--- src/rtl/compositor_pkg.sv ---
// Shared types, default widths and helpers for the layer compositor.
package compositor_pkg;

  localparam int unsigned DEF_COLRW = 12;
  localparam int unsigned DEF_CNTW  = 8;

  typedef enum logic [1:0] {
    ALIVE = 2'd0,
    HIT   = 2'd1,
    GRACE = 2'd2
  } state_t;

  // Index of the lowest set bit among the first n bits of v; returns n when none is set.
  function automatic int lowest_set(input logic [31:0] v, input int n);
    int r;
    r = n;
    for (int i = 31; i >= 0; i--) begin
      if (v[i] && (i < n)) r = i;
    end
    return r;
  endfunction

endpackage

--- src/rtl/layer_compositor_prio_sel.sv ---
// Fixed-priority colour select: lowest-index active layer wins, background otherwise.
module layer_compositor_prio_sel
  import compositor_pkg::*;
#(
  parameter int unsigned LAYERS = 8,
  parameter int unsigned COLRW  = DEF_COLRW
) (
  input  logic [LAYERS-1:0]       act,
  input  logic [LAYERS*COLRW-1:0] colr,
  input  logic [COLRW-1:0]        bg,
  output logic [COLRW-1:0]        sel_c
);

  int idx;

  // Pick the winning layer's colour, falling back to the background.
  always_comb begin
    idx   = lowest_set(32'(act), int'(LAYERS));
    sel_c = bg;
    for (int i = 0; i < int'(LAYERS); i++) begin
      if (i == idx) sel_c = colr[i*COLRW +: COLRW];
    end
  end

endmodule

--- src/rtl/layer_compositor.sv ---
// Sprite layer compositor with player/hazard collision detection and hit/grace FSM.
module layer_compositor
  import compositor_pkg::*;
#(
  parameter int unsigned       LAYERS       = 8,
  parameter int unsigned       COLRW        = DEF_COLRW,
  parameter int unsigned       PLAYER       = 0,
  parameter logic [LAYERS-1:0] COLL_MASK    = '1,
  parameter int unsigned       GRACE_FRAMES = 120,
  parameter int unsigned       CNTW         = DEF_CNTW
) (
  input  logic                    clk_pix,
  input  logic                    rst_pix_n,
  input  logic                    de,
  input  logic                    frame,
  input  logic [LAYERS-1:0]       layer_en,
  input  logic [LAYERS-1:0]       layer_drawing,
  input  logic [LAYERS*COLRW-1:0] layer_colr,
  input  logic [COLRW-1:0]        bg_colr,
  input  logic                    clr_hit,
  output logic [COLRW-1:0]        paint_colr,
  output logic                    paint_de,
  output logic                    paint_frame,
  output logic                    hit,
  output logic                    grace,
  output logic                    hit_pulse,
  output logic [LAYERS-1:0]       hit_mask,
  output logic [CNTW-1:0]         hit_cnt
);

  localparam int unsigned GW = (GRACE_FRAMES == 0) ? 1 : $clog2(GRACE_FRAMES + 1);
  // Layers able to hurt the player; the player never collides with itself.
  localparam logic [LAYERS-1:0] HAZ = COLL_MASK & ~(LAYERS'(1) << PLAYER);

  if (PLAYER >= LAYERS) begin : g_bad_player
    $error("layer_compositor: PLAYER must be below LAYERS");
  end
  if (LAYERS > 32) begin : g_bad_layers
    $error("layer_compositor: LAYERS must not exceed 32");
  end

  state_t            state_q, state_d;
  logic [GW-1:0]     gcnt_q, gcnt_d;
  logic [LAYERS-1:0] acc_q;
  logic [CNTW-1:0]   cnt_d;
  logic              pulse_d;
  logic [LAYERS-1:0] act_c;
  logic [LAYERS-1:0] haz_c;
  logic              coll_c;
  logic [COLRW-1:0]  sel_c;

  assign act_c  = layer_drawing & layer_en;
  assign haz_c  = act_c & HAZ;
  assign coll_c = de & act_c[PLAYER] & (|haz_c);

  layer_compositor_prio_sel #(
    .LAYERS (LAYERS),
    .COLRW  (COLRW)
  ) u_prio_sel (
    .act   (act_c),
    .colr  (layer_colr),
    .bg    (bg_colr),
    .sel_c (sel_c)
  );

  // Next-state and counter logic for the hit/grace FSM.
  always_comb begin
    state_d = state_q;
    gcnt_d  = gcnt_q;
    cnt_d   = hit_cnt;
    pulse_d = 1'b0;
    case (state_q)
      ALIVE: begin
        if (coll_c) begin
          state_d = HIT;
          pulse_d = 1'b1;
          if (hit_cnt != '1) cnt_d = hit_cnt + CNTW'(1);
        end
      end
      HIT: begin
        if (clr_hit) begin
          if (GRACE_FRAMES == 0) begin
            state_d = ALIVE;
          end else begin
            state_d = GRACE;
            gcnt_d  = GW'(GRACE_FRAMES);
          end
        end
      end
      GRACE: begin
        if (frame) begin
          gcnt_d = gcnt_q - GW'(1);
          if (gcnt_q == GW'(1)) state_d = ALIVE;
        end
      end
      default: state_d = ALIVE;
    endcase
  end

  // FSM state, registered status outputs and hit counter.
  always_ff @(posedge clk_pix or negedge rst_pix_n) begin
    if (!rst_pix_n) begin
      state_q   <= ALIVE;
      gcnt_q    <= '0;
      hit       <= 1'b0;
      grace     <= 1'b0;
      hit_pulse <= 1'b0;
      hit_cnt   <= '0;
    end else begin
      state_q   <= state_d;
      gcnt_q    <= gcnt_d;
      hit       <= (state_d == HIT);
      grace     <= (state_d == GRACE);
      hit_pulse <= pulse_d;
      hit_cnt   <= cnt_d;
    end
  end

  // Per-frame overlap accumulator; the frame clear takes precedence over that cycle's overlap.
  always_ff @(posedge clk_pix or negedge rst_pix_n) begin
    if (!rst_pix_n) begin
      acc_q    <= '0;
      hit_mask <= '0;
    end else if (frame) begin
      hit_mask <= acc_q;
      acc_q    <= '0;
    end else if (de && act_c[PLAYER]) begin
      acc_q <= acc_q | haz_c;
    end
  end

  // Composited pixel pipeline stage, blanked outside the active area.
  always_ff @(posedge clk_pix or negedge rst_pix_n) begin
    if (!rst_pix_n) begin
      paint_colr  <= '0;
      paint_de    <= 1'b0;
      paint_frame <= 1'b0;
    end else begin
      paint_colr  <= de ? sel_c : '0;
      paint_de    <= de;
      paint_frame <= frame;
    end
  end

endmodule
--- config.mk ---
export PLATFORM = sky130hd
export DESIGN_NAME = layer_compositor
export DESIGN_NICKNAME = d
export VERILOG_FILES = /design/src/rtl/compositor_pkg.sv /design/src/rtl/layer_compositor_prio_sel.sv /design/src/rtl/layer_compositor.sv
export SDC_FILE = /design/constraint.sdc
export NUM_CORES = 1
export LEC_CHECK = 0
export ABC_AREA = 0
export BUFFER_PORTS_ARGS = -buffer_cell sky130_fd_sc_hd__buf_2
export CAP_MARGIN = 20
export CORE_ASPECT_RATIO = 0.8
export CORE_UTILIZATION = 40
export CTS_CLUSTER_SIZE = 8
export DETAILED_ROUTE_END_ITERATION = 8
export PLACE_DENSITY = 0.73
export SYNTH_ARGS = -nofsm -noshare
export SYNTH_HDL_FRONTEND = slang
export SYNTH_SLANG_ARGS = --single-unit
--- constraint.sdc ---
create_clock -name clk_pix -period 1.5 [get_ports clk_pix]
set_input_delay 0.3 -clock clk_pix [delete_from_list [all_inputs] [get_ports clk_pix]]
set_output_delay 0.3 -clock clk_pix [all_outputs]
set_load 0.02 [all_outputs]
==> flow_summary.toml, run 1 <==
[status]
outcome = "finished, violations left"
violations = "negative setup slack"

[timing]
hold_viol = 0
fmax_mhz = 636.4
fin_skew_ns = 0.006464
max-slew-margin-rel_pct = 62.19
fin_crit_sh_pct = 104.8
final.setup.worst_slack_ns = -0.07140
setup_viol = 6
fin_tns_setup_ns = -0.2123
rsz0062_at_grt = "true"
worst_pin_slew_ns = 0.5672
min_period_ns = 1.571
slew_viol_final = 0

[place]
dpl.hpwl_um = 8025
dpl.cell_count = 582
place_area_um2 = 4174
place.port_buffers = 160
gp_congestion = 0.9464

[global_route]
grt_max_degree = 23
grt_pass1_wl_um = 15610
antenna_found_initial = 0
grt_usage_pct = 26.46
grt_pass1_vias = 3156
overflow = 0

[floorplanning]
dieHeight_um = 78.00
boundaryPins = 162
die_w_um = 97.00
core_um2 = 6925
start_util_pct = 41.70
rows = 27
dieArea_um2 = 7565

[worst_setup_path]
critPathBufInv = 1
critPathMaxFanout = 8
crit_path_end = "hit_cnt[1]"
cp_common_cell = "and3_4"
reg2reg_depth = 5
startpoint_type = "flop"
worst_r2r_endpoint = "hit_cnt[1]"
startpoint = "hit_cnt[4]"
worstPathArrival_ns = 1.77
cpPeakStageDelay_ns = 0.41
crit_slowest_cell = "dfrtp_2"
path_depth = 5
r2r-start = "hit_cnt[4]"
r2r_slack_ns = -0.07
crit_path_end_kind = "flop"
setup.worst_path.class = "flop to flop"
required_ns = 1.69
path_delay_family = "flip-flops"
critical_path.cell_chain = "and3_4 > and3_4 > a311oi_4 > buf_6 > mux2_4"

[synthesis]
ys_seq_area_share_pct = 41.59
syn_nets = 429
ys_top_cells_by_area = "dfrtp_1 42%, mux2i_1 8.0%, nand3_1 5.2%"
async_flop_share_pct = 100.0
synth_cell_types = 46
synthCells = 297
synth-seq-cells = 48
synth_flop_cell = "dfrtp_1"
yosys.area.top_type_share_pct = 41.59
avgSynthCellArea_um2 = 9.723
yosysWarnings = 0
netlist.top_cell.by_area = "dfrtp_1"
synth_area_um2 = 2888
synth_edf_count = 0

[power]
power_leakage_nw = 2.308
intPower_mw = 3.123
p_sw_mw = 1.447
power.total_mw = 4.571
pwr_density_cell_nw_per_um2 = 1036
combPwrFrac_pct = 35.4
pwr-share-seq_pct = 36.5
clkPwrFrac_pct = 28.0
switching_share_pct = 31.67
ir_worst_vdd_v = 0.0006197

[clock_tree]
worstSkewPairLatency_ns = 0.30
clk_pin_slew_ns = 0.09
cts_tree = "yes"
h-tree-depth = 2
numCtsBuffers = 5
clock_path_buffers = 2
cts_sinks = 48
clock-root-buffer = "clkbuf_8"

[finish]
nets = 637
area_growth_pct = 52.77
design_area_um2 = 4412
diodes = 0
instances_no_fill = 593
drive_gt1_share_pct = 49.41

[route]
totalWireLength_um = 9950
drtAntennaViolNets = 0
drc_errors = 0
vias_per_cell = 5.504
dr.pass1.iters = 5
num_vias = 3264
wire_per_inst_um = 16.78
initialDrtViolationCount = 162

[run]
drv_cap = 0

[min_path]
min_path_type = "primary input to flop"
-- layout make-up --
type,count,area (um2)
fillers,580,2514
multi-input cells,230,1652
repair buffers,217,1276
flip-flops and latches,48,1205
well taps,87,108.9
clock inverters,3,90.09
clock buffers,5,68.82
inverters,3,11.26
-- cell families after synthesis --
family / after synthesis / share of synthesized area (%)
buf+inv: 19 / 3.336
xor+xnor: 12 / 3.639
mux: 31 / 11.09
flops: 48 / 41.59
other cells: 1 / 0.1299
simple gates: 93 / 15.99
fa+ha+maj: 3 / 1.300
compound gates: 90 / 22.92
-- power by group through the flow --
stage	Sequential, mW	Combinational (mW)	Clock [mW]
5_1_grt	1.71	1.76	1.35
2_1_floorplan	1.86	0.650	0
6_report	1.67	1.62	1.28
3_3_place_gp	1.67	1.52	0
3_5_place_dp	1.69	1.55	0
4_1_cts	1.67	1.59	1.30
-- Yosys cell counts, types with 8 or more instances --
| library cell | count |
|---|---|
| a211o_1 | 10 |
| a21oi_1 | 15 |
| a221oi_1 | 10 |
| clkbuf_1 | 8 |
| dfrtp_1 | 48 |
| mux2i_1 | 23 |
| nand2_1 | 16 |
| nand3_1 | 30 |
| nor2_1 | 24 |
| o21ai_0 | 16 |
| o2bb2ai_1 | 11 |
| xnor2_1 | 10 |
-- worst min-delay path by stage --
stage | startpoint | to | slack, ns | depth (start not counted)
floorplan | rst_pix_n | acc_q[1] | 0.004 | 0
global placement | rst_pix_n | paint_de | 0.32 | 1
detailed placement | rst_pix_n | paint_de | 0.32 | 1
CTS | clr_hit | hit | 0.21 | 2
global route | clr_hit | hit | 0.21 | 2
finish | clr_hit | hit | 0.22 | 2
-- worst reg2reg max path, cell delays in order (launching register included) --
cell      delay (ns)
dfrtp_2         0.41
and3_4          0.18
and3_4          0.16
a311oi_4        0.25
buf_6           0.17
mux2_4          0.30
-- placed cells by master (no fill, tap or decap), types with 3 or more instances in the layout --
master     Yosys  routed
buf_2          2     160
buf_4          6      51
dfrtp_1       48      45
nand3_1       30      30
nor2_1        24      23
mux2i_1       23      22
nand2_1       16      15
o21ai_0       16      15
a21oi_1       15      14
o2bb2ai_1     11      11
a211o_1       10      10
a221oi_1      10      10
xnor2_1       10      10
mux2_2         7       7
a31oi_1        6       5
and2_1         5       5
nand4_1        5       5
clkbuf_8       0       5
a22oi_1        4       4
inv_1          3       3
o32ai_1        4       3
a22o_1         3       3
a21o_1         3       3
bufinv_16      0       3
dfrtp_2        0       3
buf_12         0       3
-- registers in the layout, summed over array words and instances (netlist names) --
name / count
acc_q: 7
gcnt_q: 7
grace: 1
hit: 1
hit_cnt: 8
hit_mask: 7
hit_pulse: 1
paint_colr: 12
paint_de: 1
paint_frame: 1
state_q: 2
-- stage by stage --
stage          util [%]  hold WS, ns  worst slack (ns)
3_3_place_gp      60.27       0.3163           -0.2986
2_1_floorplan         -     0.004409           -0.1806
5_1_grt           63.70       0.2059           -0.1222
4_1_cts           62.96       0.2108           -0.1048
3_5_place_dp      60.27       0.3243           -0.3301
6_report          63.70       0.2154          -0.07140
-- timing repair --
action                                  4_1_cts  5_1_grt
pin swaps                                     9        6
gates resized for setup                       3       10
endpoints found under the setup margin        9       13
hold buffers                                  1        0
setup buffers                                 1        1
endpoints found under the hold margin        17        0
-- per-layer routing --
metal  global-route usage (%)  up-vias  part of all wire [%]
li1                         -     1548                     -
met1                    35.78     1525                    42
met2                    40.56      169                    45
met3                    7.928       22                   9.9
met4                    8.657        0                   2.4
met5                        0        -                     0
No activity file was read; power rests on OpenSTA's default activity.
==> run 2: changes to the inputs <==
--- a/config.mk
+++ b/config.mk
@@ -9,10 +9,10 @@
 export BUFFER_PORTS_ARGS = -buffer_cell sky130_fd_sc_hd__buf_2
 export CAP_MARGIN = 20
 export CORE_ASPECT_RATIO = 0.8
-export CORE_UTILIZATION = 40
+export CORE_UTILIZATION = 35
 export CTS_CLUSTER_SIZE = 8
 export DETAILED_ROUTE_END_ITERATION = 8
-export PLACE_DENSITY = 0.73
+export PLACE_DENSITY = 0.65
 export SYNTH_ARGS = -nofsm -noshare
 export SYNTH_HDL_FRONTEND = slang
 export SYNTH_SLANG_ARGS = --single-unit
==> run 2 against run 1 <==
  * The flow still finishes with violations (negative setup slack)
  * Sequential share of layout area down 0.12 points
  * Register-to-register slack lost 0.05 ns
  * Largest cell class unchanged
  * Cell count is 3.2% higher
  * Count of clock-buffer cells in the layout stayed put
  * Global-route usage fell by 2.7 points
  * Combinational power is 4% higher
  * Setup slack lost 0.046 ns
==> flow_summary.toml, run 2 (same netlist as run 1, synthesis figures left out) <==
[clock_tree]
clk_pin_slew_ns = 0.10
numCtsBuffers = 5
cts_sinks = 48
clock-root-buffer = "clkbuf_8"
cts_tree = "yes"
worstSkewPairLatency_ns = 0.30
h-tree-depth = 2
clock_path_buffers = 2

[worst_setup_path]
crit_path_end_kind = "flop"
startpoint_type = "flop"
required_ns = 1.70
setup.worst_path.class = "flop to flop"
worstPathArrival_ns = 1.81
critPathMaxFanout = 3

[min_path]
min_path_type = "primary input to flop"

[floorplanning]
dieArea_um2 = 8620
start_util_pct = 36.34
rows = 29
boundaryPins = 162
die_w_um = 103.6
dieHeight_um = 83.25
core_um2 = 7946

[timing]
rsz0062_at_grt = "true"
min_period_ns = 1.617
slew_viol_final = 0
final.setup.worst_slack_ns = -0.1170
fin_tns_setup_ns = -0.4924
fin_skew_ns = 0.01042
setup_viol = 7
fin_worst_hold_slack_ns = 0.2256
hold_viol = 0
fin_crit_sh_pct = 107.8
fmax_mhz = 618.4

[global_route]
grt_max_degree = 35
antenna_found_initial = 0
grt_pass1_wl_um = 16220
grt_usage_pct = 23.78
grt_pass1_vias = 3103
overflow = 0

[finish]
instances_no_fill = 612
utilization_pct = 55.77
drive_gt1_share_pct = 50.00
top_regs = "paint_colr: 12 flops, hit_cnt: 8 flops"
final_common_cell = "buf_2"
diodes = 0
nets = 635
largest_register_ffs = 12
layout_common_cells = "160 x buf_2, 47 x buf_4, 45 x dfrtp_1"
regMostFlops = "paint_colr"
design_area_um2 = 4432
area_growth_pct = 53.47

[route]
drtAntennaViolNets = 0
num_vias = 3308
initialDrtViolationCount = 236
wire_per_inst_um = 16.98
drc_errors = 0
dr.pass1.iters = 5
vias_per_cell = 5.405
totalWireLength_um = 10390

[power]
pwr_density_cell_nw_per_um2 = 966.4
power_leakage_nw = 2.299
power.total_mw = 4.283
ir_worst_vdd_v = 0.0004057

[run]
drv_cap = 0

[place]
place.port_buffers = 160
dp_slack_ns = -0.2405
dpl.cell_count = 597
gp_congestion = 1.042
place_area_um2 = 4193
dpl.hpwl_um = 8347

[status]
violations = "negative setup slack"
outcome = "finished, violations left"
## run 2: changes by cell type in the layout (fill, tap and decap cells not counted), moves of 2 or more
cell,delta
nand3_2,+2
buf_4,-4
a21oi_2,+2
buf_6,-2
bufinv_16,-2
buf_12,+3
nand3_1,-2
a21oi_1,-2
## run 2: critical path: stages, from the launching register on
cell      delay (ns)
dfrtp_2         0.41
and3_4          0.18
and3_4          0.19
a311oi_4        0.27
buf_4           0.18
mux2_4          0.29
## run 2: final cells by class
| class | count | area, um2 |
|---|---|---|
| Clock buffer | 5 | 68.82 |
| Clock inverter | 3 | 42.54 |
| Fill cell | 718 | 3515 |
| Inverter | 3 | 11.26 |
| Multi-Input combinational cell | 230 | 1660 |
| Sequential cell | 48 | 1205 |
| Tap cell | 108 | 135.1 |
| Timing Repair Buffer | 215 | 1309 |
## run 2: what timing repair did
item | 4_1_cts | 5_1_grt
endpoints found under the hold margin | 14 | 0
pin swaps | 9 | 7
hold buffers | 1 | 0
gates cloned | 0 | 1
setup endpoints to repair | 7 | 16
resized for setup | 2 | 12
setup buffers | 5 | 0
## run 2: final timing paths
| check | startpoint | end | slack, ns | cells after the start |
|---|---|---|---|---|
| hold reg to reg | acc_q[6] | acc_q[6] | 0.50 | 2 |
| setup / recovery | hit_cnt[3] | hit_cnt[1] | -0.12 | 5 |
| max in group asynchronous | rst_pix_n | gcnt_q[6] | 0.54 | 3 |
| hold / removal | clr_hit | state_q[0] | 0.23 | 2 |
| min in group asynchronous | rst_pix_n | hit_cnt[7] | 0.44 | 2 |
| setup reg to reg | hit_cnt[3] | hit_cnt[1] | -0.12 | 5 |
## run 2: power by group
| part | internal (mW) | switching, mW | total [mW] |
|---|---|---|---|
| logic | 0.797 | 0.878 | 1.68 |
| registers | 1.52 | 0.149 | 1.67 |
| clock network | 0.494 | 0.446 | 0.940 |
## run 2: per-layer routing
layer,vias up,share of wire (%),global-route usage (%)
met1,1591,46,34.43
met2,161,45,36.18
li1,1539,-,-
met3,17,7.7,5.102
met5,-,0,0
met4,0,1.3,5.402
